### src/rtl/dram_arb_pkg.sv
// Shared state/owner encodings and default widths for the DRAM arbiter.
package dram_arb_pkg;

  localparam logic [1:0] ST_IDLE = 2'b00;
  localparam logic [1:0] ST_CORE = 2'b01;
  localparam logic [1:0] ST_DMA  = 2'b10;

  // The state encoding doubles as the owner code presented on the owner port.
  typedef enum logic [1:0] {
    IDLE = ST_IDLE,
    CORE = ST_CORE,
    DMA  = ST_DMA
  } state_t;

  localparam int AW_DEF = 16;
  localparam int DW_DEF = 8;

  localparam logic [15:0] BCNT_MAX = 16'hFFFF;

endpackage

### src/rtl/mux2to1.sv
// Generic two-input select; b is chosen when sel is high.
module mux2to1 #(
  parameter int W = 1
) (
  input  logic         sel,
  input  logic [W-1:0] a,
  input  logic [W-1:0] b,
  output logic [W-1:0] y
);

  assign y = sel ? b : a;

endmodule

### src/rtl/dram_arbiter.sv
// Core/DMA arbiter in front of the single-port DRAM: registered grants,
// round-robin tie-break, optional burst limit, and per-port read-valid tags.
//
// state | meaning
// IDLE  | nobody owns DRAM, m_* driven to zero
// CORE  | core port owns DRAM this cycle
// DMA   | DMA port owns DRAM this cycle
module dram_arbiter
  import dram_arb_pkg::*;
#(
  parameter int AW        = AW_DEF,
  parameter int DW        = DW_DEF,
  parameter int MAX_BURST = 16
) (
  input  logic          clk,
  input  logic          rst,
  input  logic          c_req,
  input  logic [AW-1:0] c_addr,
  input  logic [DW-1:0] c_din,
  input  logic          c_we,
  output logic          c_gnt,
  output logic          c_rvalid,
  input  logic          d_req,
  input  logic [AW-1:0] d_addr,
  input  logic [DW-1:0] d_din,
  input  logic          d_we,
  output logic          d_gnt,
  output logic          d_rvalid,
  output logic [AW-1:0] m_addr,
  output logic [DW-1:0] m_din,
  output logic          m_we,
  input  logic [DW-1:0] m_dout,
  output logic [DW-1:0] rdata,
  output logic [1:0]    owner
);

  localparam int MW = AW + DW + 1;
  // Terminal count of the burst counter; unused when the limit is disabled.
  localparam logic [15:0] BURST_TC = (MAX_BURST == 0) ? 16'd0 : 16'(MAX_BURST - 1);

  state_t        state, state_nxt, last;
  logic [15:0]   bcnt;
  logic          rv_c, rv_d;
  logic          burst_hit;
  logic [MW-1:0] mux_y;
  logic [MW-1:0] m_bus;

  assign burst_hit = (MAX_BURST != 0) && (bcnt == BURST_TC);

  // Next owner: hand over directly on req drop, preempt at the burst limit.
  always_comb begin
    state_nxt = state;
    unique case (state)
      IDLE: begin
        if (c_req && d_req) state_nxt = (last == CORE) ? DMA : CORE;
        else if (c_req)     state_nxt = CORE;
        else if (d_req)     state_nxt = DMA;
      end
      CORE: begin
        if (!c_req)                 state_nxt = d_req ? DMA : IDLE;
        else if (burst_hit && d_req) state_nxt = DMA;
      end
      DMA: begin
        if (!d_req)                 state_nxt = c_req ? CORE : IDLE;
        else if (burst_hit && c_req) state_nxt = CORE;
      end
      default: state_nxt = IDLE;
    endcase
  end

  // State, last owner and saturating burst counter (cleared on any change).
  always_ff @(posedge clk or negedge rst) begin
    if (!rst) begin
      state <= IDLE;
      last  <= DMA;
      bcnt  <= '0;
    end else begin
      state <= state_nxt;
      if (state_nxt != state) begin
        bcnt <= '0;
        if (state_nxt != IDLE) last <= state_nxt;
      end else if (state != IDLE && bcnt != BCNT_MAX) begin
        bcnt <= bcnt + 16'd1;
      end
    end
  end

  // Tag next cycle's DRAM read data with the port that issued the read.
  always_ff @(posedge clk or negedge rst) begin
    if (!rst) begin
      rv_c <= 1'b0;
      rv_d <= 1'b0;
    end else begin
      rv_c <= c_gnt & ~c_we;
      rv_d <= d_gnt & ~d_we;
    end
  end

  assign c_gnt = (state == CORE);
  assign d_gnt = (state == DMA);
  assign owner = state;

  mux2to1 #(.W(MW)) u_mux (
    .sel (d_gnt),
    .a   ({c_addr, c_din, c_we}),
    .b   ({d_addr, d_din, d_we}),
    .y   (mux_y)
  );

  // Without a grant the DRAM sees all zeros, so m_we can never fire ungranted.
  assign m_bus = mux_y & {MW{c_gnt | d_gnt}};
  assign {m_addr, m_din, m_we} = m_bus;

  assign rdata    = m_dout;
  assign c_rvalid = rv_c;
  assign d_rvalid = rv_d;

endmodule

### config.mk
export PLATFORM = sky130hd
export DESIGN_NAME = dram_arbiter
export DESIGN_NICKNAME = d
export VERILOG_FILES = /design/src/rtl/dram_arb_pkg.sv /design/src/rtl/mux2to1.sv /design/src/rtl/dram_arbiter.sv
export SDC_FILE = /design/constraint.sdc
export NUM_CORES = 1
export LEC_CHECK = 0
export BUFFER_PORTS_ARGS = -buffer_cell sky130_fd_sc_hd__buf_2
export CORE_ASPECT_RATIO = 0.6
export CORE_MARGIN = 2
export CORE_UTILIZATION = 50
export DETAILED_ROUTE_END_ITERATION = 8
export GPL_TIMING_DRIVEN = 0
export PLACE_DENSITY = 0.87
export SLEW_MARGIN = 20
export SYNTH_ARGS = -nofsm -noshare
export SYNTH_HDL_FRONTEND = slang
export SYNTH_SLANG_ARGS = --single-unit
### constraint.sdc
create_clock -name clk -period 5 [get_ports clk]
set_input_delay 0.5 -clock clk [delete_from_list [all_inputs] [get_ports clk]]
set_output_delay 0.5 -clock clk [all_outputs]
set_load 0.01 [all_outputs]
==> flow_summary.json, run 1 <==
{
  "status": "finished clean",
  "fin_area_sq_um": 2540,
  "totalWireLength_um": 5220,
  "finalSetupViolCount": 0,
  "dieArea_sq_um": 4480,
  "synth_enable_flop_cells": 0,
  "ys_seq_area_share_pct": 28.0,
  "clk_latency_ns": 0.27,
  "clk_path_buf_depth": 2,
  "critPathCaptureType": "output port",
  "grt_pass1_wl_um": 8020,
  "dr.first_iter.drc_count": 115,
  "cts_hold_buf": 0,
  "syn_area_per_cell_sq_um": 8.77,
  "portBuffers": 90,
  "place.gp.congestion": 0.943,
  "reg2reg_depth": 11,
  "rrSetupSlack_ns": 1.99,
  "power_mw": 1.24,
  "grt_overflow": 0,
  "cts_root_buf": "clkbuf_8",
  "ctsResizeCount": 0,
  "nets": 387,
  "yosys_warnings": 0,
  "synth_top_family_by_area": "simple AND/OR/NAND/NOR gates",
  "std_cell_rows": 17,
  "grt_max_degree": 23,
  "synth_xor_area_share_pct": 6.66,
  "hp-class": "in2async",
  "period_needed_ns": 3.29,
  "antenna_cells": 0,
  "clk_pin_slew_ns": 0.08,
  "start_util_pct": 53.0,
  "reg2reg_from": "owner[0]",
  "synthesis.nets": 292,
  "synth-compound-area-share_pct": 11.3,
  "wl_per_cell_um": 14.3,
  "ir_drop_mv": 0.378,
  "crit_buf_inv": 6,
  "fillers": 316,
  "cp_top_family": "buffers and inverters",
  "synth_common_cells": "28 x nor2b_1, 27 x mux2i_1, 26 x nor2_1, 21 x dfrtp_1, 15 x nand2_1",
  "fin_crit_sh_pct": 65.7,
  "die_height_um": 52.7,
  "p_leak_nw": 1.23,
  "max_freq_ghz": 0.304,
  "synth.distinct_cells": 44,
  "critPathArrivalTime_ns": 2.79,
  "skew_ns": 0.00580,
  "vias": 1990,
  "critPathRequiredTime_ns": 4.50,
  "worst-slew-pin-transition_ns": 0.621,
  "seq_area_sq_um": 552,
  "yosys.area.top_type_share_pct": 26.6,
  "dp_hpwl_um": 4230,
  "dr.pass1.iters": 4,
  "cts_tree": "yes",
  "synthTopCellsByArea": "dfrtp_1 27%, mux2i_1 14%, nor2b_1 8.9%, nor2_1 4.9%, xnor2_1 3.6%",
  "crit_chain": "clkbuf_1 > inv_1 > ha_1 > clkbuf_1 > buf_2 > buf_2 > mux2i_1 > nor2b_1 > buf_2",
  "ioPinCount": 101,
  "cp_common_cell": "buf_2",
  "cts_setup_buffers": 0,
  "die_width_um": 85.1,
  "drc": 0,
  "powerDensity_nw_per_um2": 487,
  "synthMuxAreaShare_pct": 13.7,
  "hold_viol_final": 0,
  "synth_most_common_cell": "nor2b_1",
  "grt_pass1_vias": 1731,
  "antenna_found_initial": 0,
  "multi_input_area_sq_um": 1270,
  "track_usage_pct": 22.5,
  "routed_via_density": 5.44,
  "synthAdderAreaFrac_pct": 3.17,
  "htreeDepth": 1,
  "drt.antenna.violating_nets": 0,
  "syn_inst": 225,
  "drv_slew": 0,
  "cp_max_fo": 10,
  "critPathKind": "reg2out",
  "async_reset_ff_share_pct": 100,
  "drv_cap": 0,
  "slew-limit-headroom_pct": 58.2,
  "synth.cell_area_sq_um": 1970,
  "drive_gt1_share_pct": 37.3,
  "slowest_delay_ns": 0.42,
  "cts_buffers": 3,
  "r2r_end": "last[0]",
  "dpl_cell_area_sq_um": 2480,
  "synth_top_flop_cell": "dfrtp_1",
  "synth_simple_gate_area_share_pct": 29.7,
  "critPathLaunchType": "flop",
  "ys_ff_latch": 22,
  "rsz0062_at_grt": "false",
  "yosysTopAreaCell": "dfrtp_1",
  "coreArea_sq_um": 3720,
  "crit_slowest_cell": "dfrtp_1",
  "cts_sinks": 22,
  "area_delta_synth_final_pct": 28.6,
  "finalSetupTns_ns": 0
}
-- kinds of logic (layout without fill, tap and decap cells) --
family / Yosys count / count (layout)
buf+inv: 28 / 122
compound gates: 26 / 26
mux: 27 / 27
flops: 22 / 22
xor+xnor: 15 / 15
fa+ha+maj: 5 / 5
simple gates: 102 / 102
-- per-stage QoR --
step | util (%) | worst slack [ns] | hold slack, ns | instances
after floorplan | - | 2.35 | 0.204 | 225
after global placement | 66.7 | 2.08 | 0.493 | 362
after detailed placement | 66.7 | 2.04 | 0.493 | 362
after CTS | 68.2 | 1.72 | 0.200 | 366
after global routing | 68.2 | 1.48 | 0.233 | 366
final | 68.2 | 1.71 | 0.175 | 366
-- worst max-delay path by stage --
stage / startpoint / end / depth (start not counted)
after floorplan: owner[0] / last[0] / 11
after global placement: owner[0] / m_addr[5] / 9
after detailed placement: owner[0] / m_addr[14] / 9
after CTS: owner[0] / m_addr[14] / 9
after global routing: owner[0] / m_din[4] / 9
final: owner[0] / m_din[7] / 9
-- sequential cells by signal, indices dropped and copies added (netlist names) --
signal    cells
bcnt         16
c_rvalid      1
d_rvalid      1
last          2
owner         2
-- layer usage --
metal,global-route usage [%],part of all wire (%),up-vias,wire [um]
met5,0,0,-,0
met4,2.12,0.33,0,17
met3,6.77,8.7,4,453
met2,35.5,45,86,2370
met1,31.6,46,936,2390
li1,-,-,964,-
-- area by class of cell --
cell class | instances | area share (%)
buffer | 21 | 4.83
clock buffer | 4 | 2.17
inverter | 7 | 1.04
multi-input combinational | 175 | 50.1
sequential | 22 | 21.7
tap | 47 | 2.32
timing repair buffer | 90 | 17.8
-- cell usage in the layout, fill, tap and decap left out, types with 3 or more instances in the layout --
master	instances
nor2b_1	28
nor2_1	26
inv_1	6
nor3_1	5
nand2_1	15
nand3_1	6
ha_1	5
clkbuf_1	7
buf_2	95
dfrtp_1	21
clkbuf_8	4
buf_4	8
and3_1	6
a21oi_1	3
mux2i_1	27
xnor2_1	8
xor2_1	7
o21ai_0	6
a41oi_1	3
nand4_1	4
nor4_4	3
-- where the power goes --
group	internal [mW]	switching, mW	total [mW]
Combinational	0.385	0.488	0.873
Clock	0.0704	0.0601	0.130
Sequential	0.207	0.0260	0.233
No activity file was read; power rests on OpenSTA's default activity.
==> inputs of run 2 (changes only) <==
- CORE_UTILIZATION: 50 -> 42
- PLACE_DENSITY: 0.87 -> 0.78
- clock period: 5 -> 2.83 ns (I/O delays scaled with it)
==> run 2 against run 1 <==
Compared with the run above: routed wire length fell by 4.5%; core utilization fell by 11 points; power rose by 82%; die area rose by 18%; non-clock buffer count rose by 3; sequential share of layout area fell by 0.64 points; worst hold slack got worse by 0.0017 ns; clock-buffer cell count did not move; sequential cell count did not move; largest power group unchanged.
==> flow_summary.json, run 2 (synthesized netlist as in run 1, its figures left out) <==
{
  "wl_per_cell_um": 13.0,
  "fin_area_sq_um": 2610,
  "worst-slew-pin-transition_ns": 0.511,
  "nets": 390,
  "cts_root_buf": "clkbuf_8",
  "critPathLaunchType": "flop",
  "ioPinCount": 101,
  "hold_path_end": "d_rvalid",
  "coreArea_sq_um": 4540,
  "reg2reg_from": "owner[0]",
  "skew_ns": 0.00669,
  "fillers": 395,
  "top_usage_layer": "met1",
  "stdcell_count": 385,
  "r2r_end": "last[0]",
  "cp_max_fo": 8,
  "drv_cap": 0,
  "seq_area_sq_um": 552,
  "min_from": "d_we",
  "largest_register_ff_count": 16,
  "dr.first_iter.drc_count": 169,
  "grt_overflow": 0,
  "p_leak_nw": 1.25,
  "std_cell_rows": 19,
  "critPathCaptureType": "flop",
  "slowest_delay_ns": 0.40,
  "die_height_um": 57.1,
  "critPathKind": "reg2reg",
  "grt_pass1_vias": 1665,
  "hold_slack_ns": 0.174,
  "hp-class": "in2reg",
  "dp_cells": 378,
  "area_delta_synth_final_pct": 32.5,
  "dr.pass1.iters": 4,
  "dpl_cell_area_sq_um": 2500,
  "status": "finished clean",
  "antenna_found_initial": 0,
  "dp_hpwl_um": 3980,
  "drt.antenna.violating_nets": 0,
  "place.gp.congestion": 0.845,
  "mostFrequentLayoutCell": "buf_2",
  "track_usage_pct": 18.6,
  "die_width_um": 92.5,
  "clk_path_buf_depth": 2,
  "rrSetupSlack_ns": 0.20,
  "grt_pass1_wl_um": 7870,
  "finalSetupViolCount": 0,
  "powerDensity_nw_per_um2": 860,
  "routed_via_density": 4.95,
  "start_util_pct": 43.5,
  "max_freq_ghz": 0.381,
  "grt_max_degree": 23,
  "drc": 0,
  "clk_latency_ns": 0.27,
  "final_cell_mix": "92 x buf_2, 28 x nor2b_1, 27 x mux2i_1, 26 x nor2_1, 21 x dfrtp_1",
  "critPathArrivalTime_ns": 2.78,
  "totalWireLength_um": 4990,
  "rsz0062_at_grt": "false",
  "slew-limit-headroom_pct": 65.6,
  "critPathRequiredTime_ns": 2.98,
  "antenna_cells": 0,
  "use_met3_pct": 4.10,
  "ir_drop_mv": 0.691,
  "dieArea_sq_um": 5280,
  "clk_pin_slew_ns": 0.08,
  "multi_input_area_sq_um": 1280,
  "cts_sinks": 22,
  "cts_buffers": 3,
  "period_needed_ns": 2.63,
  "drive_gt1_share_pct": 39.1,
  "gr-usage-met1_pct": 28.2,
  "crit_chain": "clkbuf_4 > clkinvlp_4 > ha_1 > o21ai_1 > nand2_1 > a22oi_1 > or3b_1 > clkbuf_1 > a2111oi_2 > nor3_1",
  "largest_register": "bcnt",
  "whs_path_depth": 2,
  "portBuffers": 90,
  "power_mw": 2.25,
  "hold_viol_final": 0,
  "cts_tree": "yes",
  "use_met2_pct": 27.4,
  "reg2reg_depth": 10,
  "vias": 1907,
  "drv_slew": 0,
  "htreeDepth": 1,
  "fin_crit_sh_pct": 92.8,
  "crit_slowest_cell": "dfrtp_1"
}
run 2: cell count changes in the layout (fill, tap and decap cells not counted), moves of 2 or more:
| cell | before | now |
|---|---|---|
| o21ai_0 | 6 | 4 |
| clkbuf_1 | 7 | 4 |
| buf_4 | 8 | 14 |
| o21ai_1 | 0 | 2 |
| buf_2 | 95 | 92 |
run 2: metal layers:
| layer | wire length, um | vias up |
|---|---|---|
| li1 | - | 966 |
| met1 | 2440 | 866 |
| met2 | 2160 | 69 |
| met3 | 348 | 6 |
| met4 | 44 | 0 |
| met5 | 0 | - |
run 2: worst max-delay path by stage:
stage / start / endpoint
after detailed placement: owner[0] / last[0]
after CTS: owner[0] / m_addr[10]
after global routing: owner[0] / last[0]
final: owner[0] / last[0]
after floorplan: owner[0] / last[0]
after global placement: owner[0] / last[0]
run 2: cell type report:
| class | instances | share of cell area [%] |
|---|---|---|
| multi-input cells | 175 | 49.1 |
| flip-flops and latches | 22 | 21.1 |
| repair buffers | 94 | 18.5 |
| plain buffers | 20 | 5.03 |
| well taps | 63 | 3.02 |
| clock buffers | 4 | 2.11 |
| inverters | 7 | 1.15 |
run 2: through the flow:
step / TNS (ns) / setup slack, ns / utilization (%)
final: 0 / 0.205 / 57.6
after global routing: 0 / 0.00809 / 57.6
after CTS: 0 / 0.00236 / 56.8
after detailed placement: -0.0733 / -0.0733 / 55.1
after global placement: -0.0439 / -0.0439 / 55.1
after floorplan: 0 / 0.179 / -
run 2: worst max-delay path: cells and delay by family, from the launching register on:
kind | cells | cell delay [ns]
buffers and inverters | 3 | 0.59
AOI/OAI and AO/OA | 3 | 0.66
DFF | 1 | 0.40
adders and majority gates | 1 | 0.34
and+or+nand+nor | 3 | 0.52
run 2: repair_timing:
action	CTS	global route
hold buffers	1	0
resized for setup	5	7
setup endpoints to repair	30	32
pin swaps	0	0
buffers inserted	0	3
endpoints found under the hold margin	21	0
run 2: power breakdown:
| group | total, mW | internal, mW | leakage (nW) | switching, mW |
|---|---|---|---|---|
| sequential | 0.411 | 0.366 | 0.297 | 0.0458 |
| clock | 0.228 | 0.124 | 0.0288 | 0.104 |
| combinational | 1.61 | 0.735 | 0.928 | 0.873 |
| total | 2.25 | 1.22 | 1.25 | 1.02 |
